File: src/rtl/pipe_pkg.sv
// rtl/pipe_pkg.sv - shared types and defaults for elastic pipeline stages
package pipe_pkg;

    typedef enum logic [1:0] {
        EMPTY = 2'd0,
        ONE   = 2'd1,
        FULL  = 2'd2
    } pipe_state_e;

    localparam logic [31:0] NOP_INSTR      = 32'd0;
    localparam int          DEFAULT_DATA_W = 64;
    localparam int          DEFAULT_STAT_W = 16;

    // Default bubble for a {PC, instruction} payload: PC zero, NOP instruction.
    localparam logic [63:0] DEFAULT_BUBBLE_64 = {32'd0, NOP_INSTR};

endpackage

File: src/rtl/pipe_sat_counter.sv
// rtl/pipe_sat_counter.sv - saturating up-counter with async active-high reset
module pipe_sat_counter #(
    parameter int W = 16
) (
    input  logic         clk,
    input  logic         rst,
    input  logic         inc,
    output logic [W-1:0] count
);

    logic [W-1:0] count_q;
    logic [W-1:0] count_d;

    always_comb begin
        count_d = count_q;
        if (inc && (count_q != '1)) begin
            count_d = count_q + 1'b1;
        end
    end

    always_ff @(posedge clk or posedge rst) begin
        if (rst) begin
            count_q <= '0;
        end else begin
            count_q <= count_d;
        end
    end

    assign count = count_q;

endmodule

File: src/rtl/pipe_stage_elastic.sv
// rtl/pipe_stage_elastic.sv - elastic 2-entry (main + skid) pipeline register with registered in_ready
// Optional stall counter port stall_cnt is built only when PIPE_STATS_EN is defined.
module pipe_stage_elastic
    import pipe_pkg::*;
#(
    parameter int                DATA_W     = DEFAULT_DATA_W,
    parameter logic [DATA_W-1:0] BUBBLE_VAL = '0,
    parameter int                STAT_W     = DEFAULT_STAT_W
) (
    input  logic              clk,
    input  logic              rst,
    input  logic              flush,
    input  logic              in_valid,
    input  logic [DATA_W-1:0] in_data,
    output logic              in_ready,
    output logic              out_valid,
    output logic [DATA_W-1:0] out_data,
    input  logic              out_ready
`ifdef PIPE_STATS_EN
   ,output logic [STAT_W-1:0] stall_cnt
`endif
);

    if (DATA_W < 1 || STAT_W < 1) begin : g_param_check
        $error("pipe_stage_elastic: DATA_W and STAT_W must be >= 1");
    end

    pipe_state_e       state_q, state_d;
    logic [DATA_W-1:0] main_q, main_d;
    logic [DATA_W-1:0] skid_q, skid_d;
    logic              in_ready_q, in_ready_d;
    logic              push, pop;

    assign push = in_valid & in_ready_q;
    assign pop  = out_valid & out_ready;

    always_ff @(posedge clk or posedge rst) begin
        if (rst) begin
            state_q    <= EMPTY;
            main_q     <= BUBBLE_VAL;
            skid_q     <= BUBBLE_VAL;
            in_ready_q <= 1'b1;
        end else begin
            state_q    <= state_d;
            main_q     <= main_d;
            skid_q     <= skid_d;
            in_ready_q <= in_ready_d;
        end
    end

    // Empty entries are always rewritten with BUBBLE_VAL so out_data needs no mux on out_valid.
    always_comb begin
        state_d = state_q;
        main_d  = main_q;
        skid_d  = skid_q;
        if (flush) begin
            state_d = EMPTY;
            main_d  = BUBBLE_VAL;
            skid_d  = BUBBLE_VAL;
        end else begin
            unique case (state_q)
                EMPTY: begin
                    if (push) begin
                        state_d = ONE;
                        main_d  = in_data;
                    end
                end
                ONE: begin
                    if (push && pop) begin
                        main_d = in_data;
                    end else if (push) begin
                        state_d = FULL;
                        skid_d  = in_data;
                    end else if (pop) begin
                        state_d = EMPTY;
                        main_d  = BUBBLE_VAL;
                    end
                end
                FULL: begin
                    if (pop) begin
                        state_d = ONE;
                        main_d  = skid_q;
                        skid_d  = BUBBLE_VAL;
                    end
                end
                default: begin
                    state_d = EMPTY;
                    main_d  = BUBBLE_VAL;
                    skid_d  = BUBBLE_VAL;
                end
            endcase
        end
        in_ready_d = (state_d != FULL);
    end

    always_comb begin
        out_valid = (state_q != EMPTY);
        out_data  = main_q;
        in_ready  = in_ready_q;
    end

`ifdef PIPE_STATS_EN
    pipe_sat_counter #(
        .W (STAT_W)
    ) u_stall_cnt (
        .clk   (clk),
        .rst   (rst),
        .inc   (out_valid & ~out_ready),
        .count (stall_cnt)
    );
`endif

endmodule
File: config.mk
export PLATFORM = sky130hd
export DESIGN_NAME = pipe_stage_elastic
export DESIGN_NICKNAME = d
export VERILOG_FILES = /design/src/rtl/pipe_pkg.sv /design/src/rtl/pipe_sat_counter.sv /design/src/rtl/pipe_stage_elastic.sv
export SDC_FILE = /design/constraint.sdc
export NUM_CORES = 1
export LEC_CHECK = 0
export ABC_AREA = 1
export CORE_ASPECT_RATIO = 0.8
export CORE_UTILIZATION = 47
export CTS_CLUSTER_SIZE = 12
export DETAILED_ROUTE_END_ITERATION = 12
export GPL_TIMING_DRIVEN = 1
export PLACE_DENSITY = 0.84
export SLEW_MARGIN = 25
export SYNTH_ARGS = -nofsm -noshare
export SYNTH_HDL_FRONTEND = slang
export SYNTH_HIERARCHICAL = 1
export SYNTH_SLANG_ARGS = --single-unit
File: constraint.sdc
create_clock -name clk -period 4.12 [get_ports clk]
set_clock_uncertainty 0.1 [all_clocks]
set_input_delay 0.412 -clock clk [delete_from_list [all_inputs] [get_ports clk]]
set_output_delay 0.412 -clock clk [all_outputs]
set_load 0.02 [all_outputs]
**Yosys cells after proc, flatten, opt, wreduce, memory -nomap -nowiden**

Index checks and enable logic that the tools add are counted.

- Bits of input ports: 69
- Flip-flop bits (word level): 131
- Output and inout bits: 66
- Logic and storage cells: 38

- Reductions and logical operators: 5
- Multiplexer cells: 17
- Equal/unequal tests: 10
- Bitwise logic cells: 2

Operators by type and width:

| cell | number |
|---|---|
| $mux W64 | 8 |
| $pmux W64 S3 | 2 |
| $mux W2 | 6 |
| $ne A3 B3 Y1 const B | 4 |
| $ne A4 B4 Y1 const B | 2 |
| $reduce_and A4 Y1 | 2 |
| $pmux W2 S3 | 1 |
| $ne A2 B2 Y1 const B | 2 |
| $and A1 B1 Y1 | 2 |
| $eq A2 B1 Y1 const B | 1 |
| $eq A2 B2 Y1 const B | 1 |
| $logic_not A2 Y1 | 1 |
| $reduce_bool A2 Y1 | 1 |
| $logic_and A1 B1 Y1 | 1 |

**Longest topological paths before layout**

Gate-level depths: netlist (run 1).

- Depth in word-level cells: 8
- Mapped depth: 9
- Mapped depth without buffers: 7

**Least setup slack after synthesis (run 1)**

Ideal clock, no wire load.

- Kind: flip-flop to output port
- From: reg state_q[1]
- To: out out_valid
- Stages on the path, launching flop included: 6
- Arrival time: 1,157 ps
- Required time: 3,608 ps
- Path slack: 2,451 ps
- Path buffers: 3
- Path through: dfrtp_1 -> buf_4 -> nor2_2 -> buf_2 -> buf_2 -> inv_1

- Longest elaborated chain between the ends: 1

Ends and longest elaborated chain:

| element | line | source |
|---|---|---|
| from (decl) | pipe_stage_elastic.sv:28 | `pipe_state_e state_q, state_d;` |
| from (signal assigned) | pipe_stage_elastic.sv:44 | `state_q <= state_d;` |
| $reduce_bool A2 Y1 | pipe_stage_elastic.sv:97 | `out_valid = (state_q != EMPTY);` |
| to (decl) | pipe_stage_elastic.sv:16 | `output logic out_valid,` |

No other way between the ends.

**Worst setup path after layout (run 1)**

- From: reg state_q[1]
- To: reg main_q[44], in the netlist out_data[44]

- Longest elaborated chain between the ends: 6
- Elaborated cells on any way between the ends: 14
- Those cells by class: eq/ne (6); mux (3); bitwise (1); reduce/logical (4)

Ends and longest elaborated chain:

| element | line | source |
|---|---|---|
| $reduce_bool A2 Y1 | pipe_stage_elastic.sv:97 |  |
| $and A1 B1 Y1 | pipe_stage_elastic.sv:35 | `assign pop = out_valid & out_ready;` |
| $logic_and A1 B1 Y1 | pipe_stage_elastic.sv:69 | `if (push && pop) begin` |
| $mux W64 | pipe_stage_elastic.sv:69 |  |
| $pmux W64 S3 | pipe_stage_elastic.sv:61 | `unique case (state_q)` |
| $mux W64 | pipe_stage_elastic.sv:56 | `if (flush) begin` |
| to (signal assigned) | pipe_stage_elastic.sv:45 | `main_q <= main_d;` |
| to (decl) | pipe_stage_elastic.sv:29 | `logic [DATA_W-1:0] main_q, main_d;` |

Parallel ways exist; a longest one is shown, timed or not.
A chain may end at the register's enable or synchronous reset.

==> results of run 1 <==
power groups by stage:
stage,combinational (mW),sequential (mW),clock (mW)
final,0.721,1.45,1.51
after global routing,0.796,1.46,1.59
after CTS,0.723,1.45,1.52
after detailed placement,0.718,1.47,0
after global placement,0.705,1.47,0
after floorplan,0.344,1.54,0
cells by family after synthesis:
family	Yosys count	share of synthesized area (%)
compound gates	78	5.741
buf+inv	95	6.377
simple gates	695	40.26
flops	131	47.62
synthesized netlist by cell type (all sizes together):
library cell,number
clkbuf,17
inv,26
nor3,20
nand2,436
dfrtp,130
a21oi,11
dfstp,1
o21ai,65
nand4,1
nand3,78
nor3b,1
o21a,2
nor2,159
buf,52
stage by stage:
| step | hold slack, ns | instance area, um2 |
|---|---|---|
| after floorplan | 0.3422 | 6887 |
| after global placement | 0.3531 | 8257 |
| after detailed placement | 0.3588 | 8257 |
| after CTS | 0.3718 | 8840 |
| after global routing | 0.3861 | 8842 |
| final | 0.3707 | 8842 |
sequential cells by signal (all words and copies together), names as in the netlist:
signal / cells
in_ready: 1
out_data: 64
skid_q: 64
state_q: 2
cell type report:
type,instances,share of cell area [%]
Clock buffer,27,5.802
Clock inverter,4,0.7924
Inverter,26,1.189
Multi-Input combinational cell,773,36.42
Sequential cell,131,37.09
Tap cell,184,2.604
Timing Repair Buffer,144,16.10
worst paths after layout:
| path | start | to | slack, ns | cells after the start |
|---|---|---|---|---|
| min | skid_q[31] | skid_q[31] | 0.37 | 2 |
| min in group asynchronous | rst | out_data[32] | 0.44 | 2 |
| max reg2reg | state_q[1] | out_data[44] | 1.24 | 4 |
| max | state_q[1] | out_data[44] | 1.24 | 4 |
| max in group asynchronous | rst | in_ready | 2.71 | 3 |
| min reg2reg | skid_q[31] | skid_q[31] | 0.37 | 2 |
critical path: stages, from the launching register on:
cell	delay, ns
dfrtp_1	0.74
nor2_8	0.73
nand3_2	0.27
nand3_4	0.63
o21ai_0	0.20
per-layer routing:
metal | vias to the layer above | track usage, % | routed length, um
met1 | 3156 | 35.99 | 8610
met2 | 253 | 44.41 | 8747
met3 | 18 | 5.304 | 1310
met4 | 0 | 8.006 | 159
met5 | - | 0 | 0
li1 | 3308 | - | -
==> impl_metrics.csv, run 1 <==
group,metric,value,unit
synthesis,syn_area,6887,um2
global_routing,grt_max_degree,108,
synthesis,synth-seq-area-share,47.62,%
place,io_buffers,134,
global_routing,gr-total-overflow,0,
cells_and_area,final_cell_mix,"nand2_1, nor2_1, clkdlybuf4s50_1",
place,gp_congestion,0.8246,
critical_path,cp.required,4.27,ns
critical_path,crit_path_start_kind,"flop",
status,status,"completed",
clock_network,clkTransAtPathRegs,0.05,ns
global_routing,antenna_found_initial,0,
floorplanning,die_x,137.3,um
clock_network,clock_sinks,131,
synthesis,ys.warnings.count,6,
critical_path,cp_max_fo,74,
floorplanning,initial_core_util,48.17,%
cells_and_area,insertedDiodeCount,0,
floorplanning,fp.coreArea,14300,um2
sta,fin_crit_sh,69.96,%
power_and_ir_drop,p_switching,1.047,mW
power_and_ir_drop,intPower,2.637,mW
detailed_routing,dr.pass1.iters,7,
synthesis,syn_avg_cell_area,6.893,um2
sta,slew_violations,0,
sta,relSlewSlack,34.21,%
clock_network,numCtsBuffers,17,
sta,tightest_slew,0.9869,ns
critical_path,arrival,3.04,ns
sta,hold_viol,0,
power_and_ir_drop,p_total,3.684,mW
synthesis,synthesis.nets,1068,
clock_network,cts_max_path_buffers,2,
place,hpwlAfterDp,10930,um
floorplanning,io_pins,135,
sta,period_minus_slack,2.882,ns
clock_network,cts_max_level,4,
synthesis,ys_types,23,
synthesis,synth_area_leader_cell,"dfrtp_1",
sta,worst_slack,1.238,ns
sta,setup-violations-final,0,
floorplanning,rows,39,
cells_and_area,fillers,1220,
power_and_ir_drop,pwr-share-seq,39.4,%
global_routing,grt_use_total,26.92,%
power_and_ir_drop,power_density,416.7,nW/um2
synthesis,synth_seq_cells,131,
clock_network,postCtsHoldBufs,0,
global_routing,grt_pass1_wl,31630,um
clock_network,postCtsSetupRepairBufs,0,
clock_network,ctsResizeCount,0,
critical_path,path_class,"reg2reg",
clock_network,root_buffer,"clkbuf_16",
place,placedCellCount,1258,
detailed_routing,ant_nets,0,
job,drv_cap,0,
cells_and_area,area_delta_synth_final,28.40,%
cells_and_area,seqCellArea,3279,um2
detailed_routing,num_vias,6735,
global_routing,grt_pass1_vias,6713,
detailed_routing,first_iter_violations,810,
place,pre_cts_ws,1.279,ns
floorplanning,dieArea,15140,um2
detailed_routing,via_per_inst,5.225,
cells_and_area,layout.nets,1162,
cells_and_area,final_common_cell,"nand2_1",
sta,timing.fmax,0.3469,GHz
power_and_ir_drop,power.leakage,4.365,nW
power_and_ir_drop,power_frac_comb,19.6,%
sta,tns,0,ns
min_path,hold_class,"reg2reg",
power_and_ir_drop,switching_share,28.42,%
cells_and_area,multi_input_area,3221,um2
detailed_routing,routedWlPerCell,14.61,um
synthesis,ys_top_cells_by_area,"dfrtp_1, nand2_1, nor2_1, nand3_1, o21ai_1",
clock_network,cts_tree,"yes",
synthesis,synthCells,999,
cells_and_area,utilization,61.84,%
critical_path,crit_path_end_kind,"flop",
detailed_routing,wl,18830,um
cells_and_area,drive_gt1_share,4.615,%
synthesis,yosys.area.top_type_share,47.24,%
power_and_ir_drop,power_frac_clock,41.0,%
clock_network,insertion_delay,0.41,ns
cells_and_area,fin_cells,1289,
floorplanning,die_y,110.3,um
power_and_ir_drop,irDropWorstVdd,320.3,uV
sta,rsz0062_at_grt,"false",
detailed_routing,drc,0,
No activity file was read; power rests on OpenSTA's default activity.
==> inputs of run 2 (changes only) <==
- CORE_UTILIZATION: 47 -> 52
- PLACE_DENSITY: 0.84 -> 0.87
- clock period: 4.12 -> 3 ns (I/O delays scaled with it)
==> impl_metrics.csv, run 2 (synthesis gave the netlist of run 1 again) <==
group,metric,value,unit
place,pre_cts_ws,0.4025,ns
floorplanning,die_x,130.7,um
status,status,"completed",
global_routing,antenna_found_initial,0,
cells_and_area,drive_gt1_share,5.461,%
floorplanning,fp.coreArea,12870,um2
critical_path,r2r-start,"in_ready",
cells_and_area,final_common_cell,"nand2_1",
detailed_routing,first_iter_violations,961,
place,io_buffers,134,
clock_network,root_buffer,"clkbuf_16",
critical_path,critPathBufInv,3,
critical_path,slowest_stage,"clkdlybuf4s50_1",
clock_network,clock_sinks,131,
global_routing,grt_use_total,30.40,%
sta,relSlewSlack,49.53,%
clock_network,numCtsBuffers,17,
power_and_ir_drop,irDropWorstVdd,462.6,uV
global_routing,grt_pass1_wl,32430,um
global_routing,grt_pass1_vias,6672,
sta,period_minus_slack,2.409,ns
clock_network,ctsResizeCount,0,
global_routing,gr-total-overflow,0,
power_and_ir_drop,power_density,546.0,nW/um2
floorplanning,dieArea,13710,um2
global_routing,grt_max_degree,132,
min_path,hold_class,"in2async",
critical_path,cpPeakStageDelay,0.54,ns
sta,setup-violations-final,0,
sta,slew_violations,0,
clock_network,clkTransAtPathRegs,0.05,ns
clock_network,postCtsSetupRepairBufs,0,
floorplanning,rows,37,
clock_network,cts_max_level,4,
detailed_routing,drc,0,
cells_and_area,layout.nets,1173,
detailed_routing,dr.pass1.iters,6,
floorplanning,die_y,104.9,um
place,gp_congestion,0.7900,
place,hpwlAfterDp,11750,um
sta,worst_slack,0.5914,ns
cells_and_area,insertedDiodeCount,0,
place,dpl_cell_area,8352,um2
sta,fin_crit_sh,80.29,%
cells_and_area,fillers,1047,
cells_and_area,final_cell_mix,"nand2_1, nor2_1, clkdlybuf4s50_1",
critical_path,critPathTopFamily,"buffers and inverters",
floorplanning,io_pins,135,
cells_and_area,multi_input_area,3221,um2
sta,tns,0,ns
job,drv_cap,0,
cells_and_area,area_delta_synth_final,28.67,%
detailed_routing,via_per_inst,5.418,
detailed_routing,routedWlPerCell,15.01,um
critical_path,crit_path_start_kind,"flop",
cells_and_area,fin_cells,1292,
detailed_routing,ant_nets,0,
critical_path,cp_max_fo,22,
clock_network,postCtsHoldBufs,0,
sta,rsz0062_at_grt,"false",
sta,timing.fmax,0.4152,GHz
clock_network,insertion_delay,0.42,ns
critical_path,worstPathCellList,"nor2_4 > buf_4 > inv_1 > clkdlybuf4s50_1",
sta,hold_viol,0,
sta,tightest_slew,0.7543,ns
place,placedCellCount,1260,
cells_and_area,seqCellArea,3279,um2
detailed_routing,num_vias,7000,
floorplanning,initial_core_util,53.51,%
cells_and_area,stdcell_area,8861,um2
clock_network,cts_max_path_buffers,2,
critical_path,arrival,2.01,ns
power_and_ir_drop,p_total,4.839,mW
critical_path,critical_path.startpoint,"state_q[0]",
power_and_ir_drop,power.leakage,4.391,nW
critical_path,path_class,"reg2out",
critical_path,crit_path_end_kind,"primary output",
clock_network,cts_tree,"yes",
detailed_routing,wl,19400,um
critical_path,cp.required,2.60,ns
[run 2: area by class of cell]
| class | instances | area share, % |
|---|---|---|
| clock buffers | 26 | 5.408 |
| repair buffers | 155 | 17.28 |
| flip-flops and latches | 131 | 37.01 |
| multi-input cells | 773 | 36.35 |
| clock inverters | 6 | 0.3389 |
| inverters | 26 | 1.144 |
| well taps | 175 | 2.471 |
[run 2: worst paths after layout]
check	to	slack (ns)	cells past startpoint
max in group asynchronous	skid_q[11]	1.94	3
max reg2reg	skid_q[60]	0.69	7
min in group clk	skid_q[31]	0.37	2
min	out_data[35]	0.35	3
max	out_valid	0.59	4
min reg2reg	skid_q[31]	0.37	2
[run 2: routing by layer]
layer,global-route usage [%],vias up,share of wire (%)
li1,-,3336,-
met1,41.98,3258,42
met2,46.07,377,46
met3,6.708,29,10
met4,12.56,0,1.3
met5,0,-,0
[run 2: through the flow]
stage	hold slack [ns]	utilization (%)
after floorplan	0.3422	-
after global placement	0.3543	64.89
after detailed placement	0.3594	64.89
after CTS	0.3648	68.85
after global routing	0.3939	68.85
final	0.3492	68.85
[run 2: worst register-to-register path, stage by stage (launching register included)]
cell and delay, ns:
dfstp_2 0.56, nand3_2 0.32, nand2_1 0.25, nand3_4 0.09, nand2_2 0.42, buf_4 0.34, nand2_1 0.10, nand2_1 0.08
[run 2: report_power, final]
| part | total (mW) | leakage (nW) | switching [mW] | internal [mW] |
|---|---|---|---|---|
| clock network | 1.83 | 0.256 | 0.738 | 1.09 |
| registers | 1.99 | 1.76 | 0.0845 | 1.91 |
| logic | 1.02 | 2.37 | 0.615 | 0.404 |
==> inputs of run 3 (changes only) <==
- clock period: 3 -> 2.3 ns (I/O delays scaled with it)
==> impl_metrics.csv, run 3 (synthesis gave the netlist of run 1 again) <==
group,metric,value,unit
clock_network,clock_sinks,131,
clock_network,ctsResizeCount,0,
place,gp_congestion,0.8042,
place,pre_cts_ws,0.07991,ns
global_routing,grt_pass1_wl,32570,um
power_and_ir_drop,intPower,4.823,mW
clock_network,cts_tree,"yes",
sta,tightest_slew,0.7262,ns
critical_path,critPathTopFamily,"buffers and inverters",
floorplanning,die_y,104.9,um
detailed_routing,ant_nets,0,
place,io_buffers,134,
detailed_routing,routedWlPerCell,15.21,um
cells_and_area,drive_gt1_share,6.572,%
sta,tns,0,ns
clock_network,cts_max_level,4,
critical_path,crit_path_start_kind,"flop",
floorplanning,io_pins,135,
sta,rsz0062_at_grt,"false",
critical_path,critPathBufInv,3,
cells_and_area,area_delta_synth_final,31.81,%
global_routing,gr-total-overflow,0,
cells_and_area,final_cell_mix,"nand2_1, nor2_1, clkdlybuf4s50_1",
min_path,hold_class,"in2async",
detailed_routing,via_per_inst,5.395,
sta,relSlewSlack,51.41,%
detailed_routing,wl,19800,um
clock_network,clkTransAtPathRegs,0.06,ns
critical_path,cpPeakStageDelay,0.54,ns
sta,setup-violations-final,0,
floorplanning,initial_core_util,53.51,%
floorplanning,fp.coreArea,12870,um2
critical_path,crit_path_end_kind,"primary output",
power_and_ir_drop,switching_share,28.57,%
clock_network,postCtsSetupRepairBufs,0,
status,status,"completed",
floorplanning,die_x,130.7,um
sta,period_minus_slack,2.133,ns
sta,slew_violations,0,
detailed_routing,first_iter_violations,1010,
sta,hold_viol,0,
power_and_ir_drop,irDropWorstVdd,582.6,uV
power_and_ir_drop,pwr-share-seq,38.5,%
clock_network,cts_max_path_buffers,2,
job,drv_cap,0,
critical_path,cp.required,1.97,ns
global_routing,antenna_found_initial,0,
global_routing,grt_max_degree,56,
power_and_ir_drop,power_frac_clock,41.3,%
power_and_ir_drop,power_frac_comb,20.2,%
global_routing,grt_use_total,30.37,%
cells_and_area,layout.nets,1182,
power_and_ir_drop,power_density,743.8,nW/um2
detailed_routing,dr.pass1.iters,6,
detailed_routing,num_vias,7024,
sta,worst_slack,0.1671,ns
sta,timing.fmax,0.4688,GHz
critical_path,cp_max_fo,7,
clock_network,postCtsHoldBufs,0,
critical_path,arrival,1.80,ns
place,hpwlAfterDp,12480,um
critical_path,slowest_stage,"clkdlybuf4s50_1",
cells_and_area,final_common_cell,"nand2_1",
clock_network,numCtsBuffers,17,
critical_path,worstPathCellList,"buf_4 > nor2_4 > inv_1 > clkdlybuf4s50_1",
critical_path,path_class,"reg2out",
floorplanning,dieArea,13710,um2
detailed_routing,drc,0,
place,placedCellCount,1269,
power_and_ir_drop,p_switching,1.929,mW
floorplanning,rows,37,
power_and_ir_drop,power.leakage,4.482,nW
clock_network,insertion_delay,0.42,ns
cells_and_area,fin_cells,1302,
clock_network,root_buffer,"clkbuf_16",
sta,fin_crit_sh,92.74,%
global_routing,grt_pass1_vias,6592,
[run 3: cell count changes in the layout (fill, tap and decap cells not counted), moves of 3 or more]
| cell | previous run | this run |
|---|---|---|
| clkinvlp_4 | 1 | 4 |
| clkbuf_1 | 7 | 3 |
| bufinv_16 | 0 | 3 |
| buf_12 | 3 | 7 |
| clkinv_2 | 6 | 3 |
| buf_4 | 18 | 23 |
[run 3: metal layers]
layer	wire (um)	track usage, %
met1	8329	41.56
met2	9241	47.17
met3	1978	7.732
met4	250	9.195
met5	0	0
[run 3: area by class of cell]
| cell class | instances | area, um2 |
|---|---|---|
| well taps | 175 | 219.0 |
| multi-input cells | 773 | 3221 |
| clock buffers | 23 | 478.0 |
| fillers | 1040 | 3792 |
| repair buffers | 164 | 1649 |
| inverters | 26 | 101.3 |
| diodes | 1 | 2.502 |
| flip-flops and latches | 131 | 3279 |
| clock inverters | 9 | 127.6 |
[run 3: power groups by stage]
| stage | combinational [mW] | sequential, mW | clock, mW |
|---|---|---|---|
| after global placement | 1.32 | 2.63 | 0 |
| after CTS | 1.36 | 2.60 | 2.80 |
| final | 1.36 | 2.60 | 2.79 |
| after global routing | 1.48 | 2.62 | 2.92 |
| after floorplan | 0.618 | 2.76 | 0 |
| after detailed placement | 1.35 | 2.63 | 0 |
[run 3: path summary, 6_finish.rpt]
path	from	end	slack, ns	cells past startpoint
min in group clk	flush	skid_q[4]	0.23	4
worst max register to register	state_q[0]	out_data[42]	0.19	7
worst min register to register	skid_q[35]	skid_q[35]	0.37	2
worst max-delay path	state_q[1]	out_valid	0.17	4
worst min-delay path	rst	out_data[37]	0.11	2
max in group asynchronous	rst	skid_q[55]	1.34	3
[run 3: through the flow]
step                      hold WS [ns]  total power, mW  cell area, um2  utilization [%]
after detailed placement        0.3587            3.979            8469            65.81
after CTS                       0.1154            6.754            9075            70.51
after global placement          0.3540            3.947            8469            65.81
final                           0.1144            6.751            9077            70.53
after global routing            0.1330            7.022            9075            70.51
after floorplan                 0.3114            3.375            6890                -
